`src/rtl/ftdi_pkg.sv`:
```
// Shared definitions for the FT2232H synchronous-FIFO word bridge:
// FSM encoding, byte-index width and word geometry.
package ftdi_pkg;

  localparam int FT_BYTES_PER_WORD = 4;
  localparam int FT_IDX_W          = 2;

  typedef logic [FT_IDX_W-1:0] byte_idx_t;

  typedef enum logic [1:0] {
    ST_IDLE  = 2'd0,
    ST_RD_OE = 2'd1,
    ST_RD    = 2'd2,
    ST_WR    = 2'd3
  } ft_state_e;

  function automatic logic is_last_byte(input byte_idx_t idx);
    return idx == byte_idx_t'(FT_BYTES_PER_WORD - 1);
  endfunction

endpackage

```
`src/rtl/ftdi_word_bridge_if.sv`:
```
// FTDI pin bundle plus the 32-bit word FIFO handshake toward the command processor.
// slave = the bridge; master = the FTDI chip and command processor around it.
interface ftdi_word_bridge_if;

  logic [7:0]  ft_data_in;
  logic [7:0]  ft_data_out;
  logic        ft_data_oe;
  logic        ft_rxf_n;
  logic        ft_txe_n;
  logic        ft_oe_n;
  logic        ft_rd_n;
  logic        ft_wr_n;
  logic [31:0] rx;
  logic        rx_ce;
  logic        rx_en;
  logic [31:0] tx;
  logic        tx_en;
  logic        tx_ce;

  modport slave (
    input  ft_data_in, ft_rxf_n, ft_txe_n, rx_en, tx, tx_en,
    output ft_data_out, ft_data_oe, ft_oe_n, ft_rd_n, ft_wr_n, rx, rx_ce, tx_ce
  );

  modport master (
    output ft_data_in, ft_rxf_n, ft_txe_n, rx_en, tx, tx_en,
    input  ft_data_out, ft_data_oe, ft_oe_n, ft_rd_n, ft_wr_n, rx, rx_ce, tx_ce
  );

endinterface

```
`src/rtl/ftdi_rx_packer.sv`:
```
// Packs accepted host bytes into little-endian words and holds one word
// for the command processor behind the rx_ce / rx_en handshake.
module ftdi_rx_packer
  import ftdi_pkg::*;
(
  input  logic        clock,
  input  logic        reset,
  input  logic        i_accept,
  input  logic [7:0]  i_data,
  input  logic        i_pop,
  output byte_idx_t   o_idx,
  output logic [31:0] o_rx,
  output logic        o_rx_ce
);

  byte_idx_t   r_idx;
  logic [23:0] r_asm;
  logic [31:0] r_rx;
  logic        r_rx_ce;

  // NOTE: non-blocking assignments for all state so every register samples
  // pre-edge values; the reset branch clears the small assembly buffer too,
  // which is cheap here and makes mid-burst reset discard the partial word.
  always_ff @(posedge clock) begin
    if (reset) begin
      r_idx   <= '0;
      r_asm   <= '0;
      r_rx    <= '0;
      r_rx_ce <= 1'b0;
    end else begin
      if (i_pop && r_rx_ce)
        r_rx_ce <= 1'b0;
      if (i_accept) begin
        r_idx <= r_idx + 1'b1;
        case (r_idx)
          2'd0:    r_asm[7:0]   <= i_data;
          2'd1:    r_asm[15:8]  <= i_data;
          2'd2:    r_asm[23:16] <= i_data;
          default: begin
            r_rx    <= {i_data, r_asm};
            r_rx_ce <= 1'b1;
          end
        endcase
      end
    end
  end

  assign o_idx   = r_idx;
  assign o_rx    = r_rx;
  assign o_rx_ce = r_rx_ce;

endmodule

```
`src/rtl/ftdi_word_bridge.sv`:
```
// FT2232H sync-245 byte FIFO to 32-bit word FIFO bridge: bus-ownership FSM,
// tx word unpacker and the rx packer instance.
module ftdi_word_bridge
  import ftdi_pkg::*;
(
  input  logic                clock,
  input  logic                reset,
  ftdi_word_bridge_if.slave   bus
);

  ft_state_e   r_state, w_next;
  logic        r_oe_n, r_rd_n, r_wr_n, r_data_oe;
  logic        w_oe_n, w_rd_n, w_wr_n, w_data_oe;
  logic [31:0] r_tx;
  logic        r_tx_ce;
  byte_idx_t   r_tx_idx;
  byte_idx_t   w_rx_idx;
  logic        w_rx_ce;
  logic        w_rd_accept, w_wr_accept;
  logic [7:0]  w_tx_byte;

  // The strobes are registered, so an accept means the strobe was already low at this edge.
  assign w_rd_accept = !r_rd_n && !bus.ft_rxf_n;
  assign w_wr_accept = !r_wr_n && !bus.ft_txe_n;

  ftdi_rx_packer u_rx_packer (
    .clock    (clock),
    .reset    (reset),
    .i_accept (w_rd_accept),
    .i_data   (bus.ft_data_in),
    .i_pop    (bus.rx_en),
    .o_idx    (w_rx_idx),
    .o_rx     (bus.rx),
    .o_rx_ce  (w_rx_ce)
  );

  // NOTE: every always_comb output gets a default first so no path infers a latch.
  always_comb begin
    w_next = r_state;
    case (r_state)
      ST_IDLE: begin
        if (!r_tx_ce && !bus.ft_txe_n)
          w_next = ST_WR;
        else if (!bus.ft_rxf_n && !w_rx_ce)
          w_next = ST_RD_OE;
      end
      ST_RD_OE: w_next = ST_RD;
      ST_RD: begin
        if (bus.ft_rxf_n || (w_rd_accept && is_last_byte(w_rx_idx)))
          w_next = ST_IDLE;
      end
      ST_WR: begin
        if (bus.ft_txe_n || (w_wr_accept && is_last_byte(r_tx_idx)))
          w_next = ST_IDLE;
      end
      default: w_next = ST_IDLE;
    endcase

    w_oe_n    = !(w_next == ST_RD_OE || w_next == ST_RD);
    w_rd_n    = !(w_next == ST_RD);
    w_wr_n    = !(w_next == ST_WR);
    w_data_oe =  (w_next == ST_WR);
  end

  always_comb begin
    w_tx_byte = r_tx[7:0];
    case (r_tx_idx)
      2'd1:    w_tx_byte = r_tx[15:8];
      2'd2:    w_tx_byte = r_tx[23:16];
      2'd3:    w_tx_byte = r_tx[31:24];
      default: w_tx_byte = r_tx[7:0];
    endcase
  end

  always_ff @(posedge clock) begin
    if (reset) begin
      r_state   <= ST_IDLE;
      r_oe_n    <= 1'b1;
      r_rd_n    <= 1'b1;
      r_wr_n    <= 1'b1;
      r_data_oe <= 1'b0;
      r_tx      <= '0;
      r_tx_ce   <= 1'b1;
      r_tx_idx  <= '0;
    end else begin
      r_state   <= w_next;
      r_oe_n    <= w_oe_n;
      r_rd_n    <= w_rd_n;
      r_wr_n    <= w_wr_n;
      r_data_oe <= w_data_oe;
      if (bus.tx_en && r_tx_ce) begin
        r_tx    <= bus.tx;
        r_tx_ce <= 1'b0;
      end
      if (w_wr_accept) begin
        r_tx_idx <= r_tx_idx + 1'b1;
        if (is_last_byte(r_tx_idx))
          r_tx_ce <= 1'b1;
      end
    end
  end

  assign bus.ft_oe_n     = r_oe_n;
  assign bus.ft_rd_n     = r_rd_n;
  assign bus.ft_wr_n     = r_wr_n;
  assign bus.ft_data_oe  = r_data_oe;
  assign bus.ft_data_out = w_tx_byte;
  assign bus.rx_ce       = w_rx_ce;
  assign bus.tx_ce       = r_tx_ce;

endmodule

```
`src/flat_wrapper.sv`:
```
// flat-port wrapper written by rule: the top's interface ports become plain ports
module ftdi_word_bridge_flat import ftdi_pkg::*;
  (clock, reset, bus_ft_data_in, bus_ft_rxf_n, bus_ft_txe_n, bus_rx_en, bus_tx, bus_tx_en, bus_ft_data_out, bus_ft_data_oe, bus_ft_oe_n, bus_ft_rd_n, bus_ft_wr_n, bus_rx, bus_rx_ce, bus_tx_ce);
  ftdi_word_bridge_if bus_i ();
  input  logic clock;
  input  logic reset;
  input wire logic [$bits(bus_i.ft_data_in)-1:0] bus_ft_data_in;
  input wire logic [$bits(bus_i.ft_rxf_n)-1:0] bus_ft_rxf_n;
  input wire logic [$bits(bus_i.ft_txe_n)-1:0] bus_ft_txe_n;
  input wire logic [$bits(bus_i.rx_en)-1:0] bus_rx_en;
  input wire logic [$bits(bus_i.tx)-1:0] bus_tx;
  input wire logic [$bits(bus_i.tx_en)-1:0] bus_tx_en;
  output wire logic [$bits(bus_i.ft_data_out)-1:0] bus_ft_data_out;
  output wire logic [$bits(bus_i.ft_data_oe)-1:0] bus_ft_data_oe;
  output wire logic [$bits(bus_i.ft_oe_n)-1:0] bus_ft_oe_n;
  output wire logic [$bits(bus_i.ft_rd_n)-1:0] bus_ft_rd_n;
  output wire logic [$bits(bus_i.ft_wr_n)-1:0] bus_ft_wr_n;
  output wire logic [$bits(bus_i.rx)-1:0] bus_rx;
  output wire logic [$bits(bus_i.rx_ce)-1:0] bus_rx_ce;
  output wire logic [$bits(bus_i.tx_ce)-1:0] bus_tx_ce;
  assign bus_i.ft_data_in = bus_ft_data_in;
  assign bus_i.ft_rxf_n = bus_ft_rxf_n;
  assign bus_i.ft_txe_n = bus_ft_txe_n;
  assign bus_i.rx_en = bus_rx_en;
  assign bus_i.tx = bus_tx;
  assign bus_i.tx_en = bus_tx_en;
  assign bus_ft_data_out = bus_i.ft_data_out;
  assign bus_ft_data_oe = bus_i.ft_data_oe;
  assign bus_ft_oe_n = bus_i.ft_oe_n;
  assign bus_ft_rd_n = bus_i.ft_rd_n;
  assign bus_ft_wr_n = bus_i.ft_wr_n;
  assign bus_rx = bus_i.rx;
  assign bus_rx_ce = bus_i.rx_ce;
  assign bus_tx_ce = bus_i.tx_ce;
  ftdi_word_bridge u_core (.clock(clock), .reset(reset), .bus(bus_i));
endmodule
```
`config.mk`:
```
export PLATFORM = sky130hd
export DESIGN_NAME = ftdi_word_bridge_flat
export DESIGN_NICKNAME = d
export VERILOG_FILES = /design/src/rtl/ftdi_pkg.sv /design/src/rtl/ftdi_word_bridge_if.sv /design/src/rtl/ftdi_rx_packer.sv /design/src/rtl/ftdi_word_bridge.sv /design/src/flat_wrapper.sv
export SDC_FILE = /design/constraint.sdc
export NUM_CORES = 1
export LEC_CHECK = 0
export CAP_MARGIN = 30
export CORE_MARGIN = 3
export CORE_UTILIZATION = 35
export CTS_CLUSTER_SIZE = 8
export DETAILED_ROUTE_END_ITERATION = 8
export GPL_TIMING_DRIVEN = 1
export RECOVER_POWER = 25
export SYNTH_ARGS = -nofsm -noshare
export SYNTH_HDL_FRONTEND = slang
export SYNTH_SLANG_ARGS = --single-unit
```
`constraint.sdc`:
```
create_clock -name clock -period 1.68 [get_ports clock]
set_input_delay 0.168 -clock clock [delete_from_list [all_inputs] [get_ports clock]]
set_output_delay 0.168 -clock clock [all_outputs]
set_load 0.05 [all_outputs]
```
==> results of run 1 <==
## cells by family (layout without fill, tap and decap cells)
logic type / Yosys count / count (layout) / share of synthesized area (%)
flops: 100 / 100 / 50.62
compound gates: 50 / 50 / 7.751
mux: 64 / 64 / 16.20
simple gates: 145 / 145 / 14.81
fa+ha+maj: 12 / 12 / 3.796
xor+xnor: 2 / 2 / 0.4430
buf+inv: 46 / 148 / 6.390
## path summary, 6_finish.rpt
kind | endpoint | slack, ns | start | cells after the start
worst max-delay path | bus_ft_data_out[1] | -0.27 | u_core.r_tx_idx[1] | 6
worst min register to register | u_core.r_tx[0] | 0.46 | u_core.r_tx[0] | 2
worst min-delay path | u_core.r_tx_idx[0] | 0.19 | reset | 2
worst max register to register | u_core.bus.ft_oe_n | 0.04 | u_core.r_tx_idx[1] | 7
## power by group
group / switching, W / internal [W]
clock: 0.000936 / 0.00107
combinational: 0.000319 / 0.000281
sequential: 0.0000466 / 0.00244
total: 0.00130 / 0.00380
## area by class of cell
cell class	count	area share [%]
clock buffers	10	4.321
clock inverters	6	1.018
well taps	140	3.167
flip-flops and latches	100	36.33
repair buffers	116	20.91
multi-input cells	273	33.12
inverters	16	1.131
## sequential cells by signal, summed over array words and instances (netlist names), 2 cells and up
register and cells:
u_core.r_tx_idx 2, u_core.u_rx_packer.o_rx 32, u_core.u_rx_packer.r_asm 24, u_core.u_rx_packer.o_idx 2, u_core.r_state 2, u_core.r_tx 32
## routing by layer
metal | up-vias | global-route usage [%]
li1 | 1580 | -
met1 | 1463 | 19.33
met2 | 79 | 24.04
met3 | 5 | 4.636
met4 | 0 | 3.606
met5 | - | 0
## per-stage QoR
stage	power (W)	setup TNS, ns	hold WS, ns
after detailed placement	0.003155	-0.9122	0.4482
after floorplan	0.002853	-0.1619	0.3040
after CTS	0.005176	-2.004	0.1742
after global routing	0.005326	-2.357	0.2029
final	0.005097	-1.798	0.1883
after global placement	0.003145	-0.4520	0.4428
## repair_timing
item                                    in CTS  in global routing
resized for setup                           15                 21
cloned                                       0                  0
buffers inserted                             1                  3
pin swaps                                    5                  8
endpoints found under the setup margin       9                 25
## Yosys cell counts
cell type	number	area (um2)
dfxtp_1	100	2002
nand2_1	67	251.5
nor2_1	65	244.0
mux2i_1	64	640.6
a21oi_1	35	175.2
clkbuf_1	18	67.56
inv_1	16	60.06
ha_1	12	150.1
a222oi_1	8	80.08
nand2b_1	5	31.28
buf_2	4	20.02
buf_12	3	60.06
buf_4	3	22.52
nor3b_1	3	22.52
buf_6	2	22.52
nor2b_1	2	12.51
o21ai_0	2	10.01
xnor2_1	2	17.52
a221o_1	1	10.01
a221oi_1	1	8.760
a32oi_1	1	8.760
and2_1	1	6.260
nor3_1	1	5.000
nor3b_2	1	12.51
o21a_1	1	7.510
o22ai_1	1	6.260
## worst max-delay path: cells and delay by family (launching register included)
| family | cells | cell delay, ns |
|---|---|---|
| buf+inv | 3 | 0.46 |
| flops | 1 | 0.37 |
| compound gates | 1 | 0.36 |
| fa+ha+maj | 1 | 0.19 |
| mux | 1 | 0.06 |
==> impl_metrics.yaml, run 1 <==
die:
  die-area_um2: 12610
  initial_utilization_pct: 36.17
  rows: 38
  die_h_um: 112.3
  core_um2: 10940
  die_x_um: 112.3
  ios: 92
critical_path:
  cp-start-kind: "flip-flop"
  critical_path_class: "reg -> out"
  critPathMaxStageDelay_ns: 0.37
  cp-end-kind: "primary output"
  cp_max_fo: 6
  worstPathRequired_ns: 1.51
  crit_slowest_cell: "dfxtp_4"
  cp_cell_sequence: "ha_4 > buf_6 > a222oi_1 > buf_4 > mux2i_4 > buf_12"
  cp.arrival_ns: 1.78
timing:
  slew_violations: 0
  fin_crit_ns: 1.949
  hold_viol: 0
  finalClockSkew_ns: 0.01054
  setup_ws_ns: -0.2687
  slew_headroom_pct: 53.66
  grt_setup_unrepaired: "yes"
  tightest_slew_ns: 0.6981
  min_period_over_period_pct: 116.0
  max_freq_mhz: 513.2
  setup_viol: 8
logic_synthesis:
  synth_nets: 477
  yosys_warnings: 0
  syn_avg_cell_area_um2: 9.439
  syn_area_um2: 3955
  syn_inst: 419
  synth_cell_types: 26
  seq_area_frac_synth_pct: 50.62
  ys_seq_elements: 100
clock_tree:
  clkSinkCount: 100
  cts_max_level: 3
  cts_inserted_buffers: 9
  cts_buffer_depth: 2
  cts_tree: "yes"
  clk_pin_slew_worst_paths_ns: 0.07
  cts_hold_buffers: 0
  cts_root_buffer: "clkbuf_16"
  clkLatencyLatePin_ns: 0.34
placement:
  place_inst: 642
  placed_cell_area_um2: 5202
  pre_cts_slack_ns: -0.09391
  gp_congestion: 0.7769
  hpwlAfterDp_um: 6427
  portBuffers: 91
power_and_ir_drop:
  leakagePower_nw: 2.251
  power_density_nw_per_um2: 921.7
  ir_worst_vdd_v: 0.0004624
global_route:
  grt_use_total_pct: 14.81
  overflow: 0
  grt_pass1_wl_um: 15300
  antenna_found_initial: 0
  grt_start_max_net_pins: 60
  grt_pass1_vias: 3071
detailed_routing:
  met3_length_um: 550
  drt-initial-drc-count: 149
  first_pass_iters: 4
  viasPerCell: 4.731
  maxUsedRoutingLayer: "met4"
  wl_per_cell_um: 14.14
  wl_met2_um: 4472
  drc: 0
  routed_wirelength_um: 9346
  via_count: 3127
  ant_nets: 0
  drt-met1-wl_um: 4282
layout:
  final_cell_count_no_fill: 661
  n_fill_cell: 1018
  drive_gt1_share_pct: 13.24
  final_cell_mix: "98 x dfxtp_1, 67 x nand2_1, 64 x nor2_1, 56 x mux2i_1, 45 x clkdlybuf4s50_1"
  regArea_um2: 2009
  final_util_pct: 50.57
  design_area_um2: 5530
  layout_commonest_cell: "dfxtp_1"
  antenna-diode-count: 0
  multi_input_area_um2: 1832
  area_growth_pct: 39.83
  nets: 574
worst_hold_path:
  hp-class: "in -> reg"
run_status:
  violations: "setup timing"
  run_status: "finished, violations left"
job:
  maxCapViolCount: 0
No activity file was read; power rests on OpenSTA's default activity.
==> inputs of run 2 (changes only) <==
--- a/config.mk
+++ b/config.mk
@@ -10,7 +10,6 @@
 export CORE_UTILIZATION = 35
 export CTS_CLUSTER_SIZE = 8
 export DETAILED_ROUTE_END_ITERATION = 8
-export GPL_TIMING_DRIVEN = 1
 export RECOVER_POWER = 25
 export SYNTH_ARGS = -nofsm -noshare
 export SYNTH_HDL_FRONTEND = slang
==> constraint.sdc (replaced) <==
create_clock -name clock -period 2.1 [get_ports clock]
set_input_delay 0.21 -clock clock [delete_from_list [all_inputs] [get_ports clock]]
set_output_delay 0.21 -clock clock [all_outputs]
set_load 0.05 [all_outputs]
==> run 2 against run 1 <==
The flow now finishes without violations; combinational power down 28%; utilization is 1.9 points lower; worst setup slack improved by 0.37 ns; critical path type unchanged; critical endpoint is now bus_ft_data_out[0]; largest power group unchanged.
==> impl_metrics.yaml, run 2 (synthesis results as in run 1) <==
global_route:
  grt_pass1_wl_um: 15060
  grt_start_max_net_pins: 35
  grt_use_total_pct: 14.95
  antenna_found_initial: 0
  overflow: 0
  grt_pass1_vias: 3078
power_and_ir_drop:
  sw_frac_of_total_pct: 23.71
  leakagePower_nw: 1.953
  ir_worst_vdd_v: 0.0005767
  power_switching_w: 0.0009752
  power_density_nw_per_um2: 772.7
  internal_power_w: 0.003138
  power_frac_seq_pct: 48.5
  clockPowerShare_pct: 41.1
  combPwrFrac_pct: 10.4
die:
  rows: 38
  die_x_um: 112.3
  die-area_um2: 12610
  ios: 92
  core_um2: 10940
  die_h_um: 112.3
  initial_utilization_pct: 36.17
worst_hold_path:
  worstHoldStart: "reset"
  hp-class: "in -> reg"
  worstHoldPathCells: 2
  hold_end: "u_core.u_rx_packer.r_asm[20]"
critical_path:
  cp-start-kind: "flip-flop"
  critPathMaxStageDelay_ns: 0.36
  r2r_end: "u_core.bus.ft_data_oe"
  cp_max_fo: 9
  cp.arrival_ns: 1.79
  cp_cell_sequence: "ha_1 > buf_4 > a222oi_1 > mux2i_1 > buf_12"
  worstPathRequired_ns: 1.89
  r2r-start: "u_core.u_rx_packer.o_idx[0]"
  crit_slowest_cell: "a222oi_1"
  cp-end-kind: "primary output"
  r2r_cells: 6
  critical_path_class: "reg -> out"
  reg2reg_slack_ns: 0.49
detailed_routing:
  wl_per_cell_um: 14.43
  via_count: 3080
  drt-initial-drc-count: 174
  viasPerCell: 4.768
  first_pass_iters: 4
  drc: 0
  routed_wirelength_um: 9323
  ant_nets: 0
clock_tree:
  cts_root_buffer: "clkbuf_16"
  cts_buffer_depth: 2
  cts_tree: "yes"
  clkLatencyLatePin_ns: 0.34
  clkSinkCount: 100
  cts_max_level: 3
  cts_inserted_buffers: 9
  post_cts_buffers: 0
  clk_pin_slew_worst_paths_ns: 0.07
timing:
  fin_crit_ns: 1.999
  finalClockSkew_ns: 0.008344
  hold_viol: 0
  min_period_over_period_pct: 95.20
  tightest_slew_ns: 0.6909
  slew_violations: 0
  setup_viol: 0
  slew_headroom_pct: 53.94
  tns_ns: 0
  max_freq_mhz: 500.2
  grt_setup_unrepaired: "no"
placement:
  gp_congestion: 0.7345
  hpwlAfterDp_um: 6555
  portBuffers: 91
  place_inst: 631
layout:
  layout_commonest_cell: "dfxtp_1"
  area_growth_pct: 34.58
  drive_gt1_share_pct: 7.905
  final_cell_mix: "98 x dfxtp_1, 80 x clkdlybuf4s50_1, 67 x nand2_1, 65 x nor2_1, 64 x mux2i_1"
  nets: 560
  antenna-diode-count: 0
  final_cell_count_no_fill: 646
job:
  maxCapViolCount: 0
run_status:
  run_status: "completed"
==> run 2: cell count changes in the layout (fill, tap and decap cells not counted), sizes merged <==
cell / delta
clkbuf: -18
clkdlybuf4s50: +35
clkinv: -3
dlymetal6s2s: -15
dlygate4sd2: -1
dlygate4sd3: +1
buf: -15
bufinv: +1
==> run 2: layout make-up <==
class	instances	area, um2
Fill cell	1042	5613
Sequential cell	100	2004
Multi-Input combinational cell	273	1722
Timing Repair Buffer	102	1054
Clock buffer	11	252.7
Tap cell	140	175.2
Inverter	16	60.06
Clock inverter	4	55.05
==> run 2: worst max path at each step <==
| stage | start | endpoint | slack [ns] | cells past startpoint |
|---|---|---|---|---|
| after detailed placement | bus_ft_rxf_n | u_core.bus.ft_data_oe | 0.17 | 6 |
| after CTS | u_core.r_tx_idx[0] | bus_ft_data_out[5] | 0.02 | 5 |
| after global routing | u_core.r_tx_idx[0] | bus_ft_data_out[0] | 0.008 | 5 |
| after floorplan | u_core.r_tx_idx[0] | bus_ft_data_out[0] | 0.07 | 4 |
| after global placement | bus_ft_rxf_n | u_core.bus.ft_data_oe | 0.23 | 6 |
| final | u_core.r_tx_idx[0] | bus_ft_data_out[0] | 0.10 | 5 |
==> run 2: metrics by stage <==
step / hold WS, ns / instance area (um2) / setup slack (ns) / total power (W) / util (%)
floorplan: 0.3460 / 3955 / 0.07240 / 0.002267 / -
global placement: 0.4414 / 5000 / 0.2259 / 0.002459 / 45.72
detailed placement: 0.4460 / 5000 / 0.1654 / 0.002470 / 45.72
CTS: 0.3960 / 5310 / 0.01550 / 0.004166 / 48.56
global route: 0.4182 / 5323 / 0.008118 / 0.004279 / 48.67
finish: 0.4021 / 5323 / 0.1008 / 0.004113 / 48.67
==> run 2: metal layers <==
layer	vias to the layer above	GRT usage (%)	wire length, um
met5	-	0	0
met4	0	4.728	155
met3	10	5.660	606
met2	79	24.27	4409
met1	1441	18.44	4153
li1	1550	-	-
==> run 2: repair_timing <==
action | CTS | global route
setup endpoints to repair | 4 | 6
hold buffers | 0 | 0
endpoints found under the hold margin | 0 | 0
gates resized for setup | 1 | 4
pin swaps | 1 | 3
==> run 2: worst max-delay path, delay by kind of cell (launching register included) <==
kind                       cells  cell delay [ns]
buffers and inverters          2             0.35
AOI/OAI and AO/OA              1             0.36
DFF                            1             0.34
adders and majority gates      1             0.21
muxes                          1             0.18
==> run 2: power by group through the flow <==
stage          clock network, W  logic [W]  registers (W)
6_report                0.00169   0.000429        0.00199
3_5_place_dp                  0   0.000433        0.00204
2_1_floorplan                 0   0.000204        0.00206
5_1_grt                 0.00181   0.000467        0.00200
4_1_cts                 0.00174   0.000435        0.00199
3_3_place_gp                  0   0.000426        0.00203
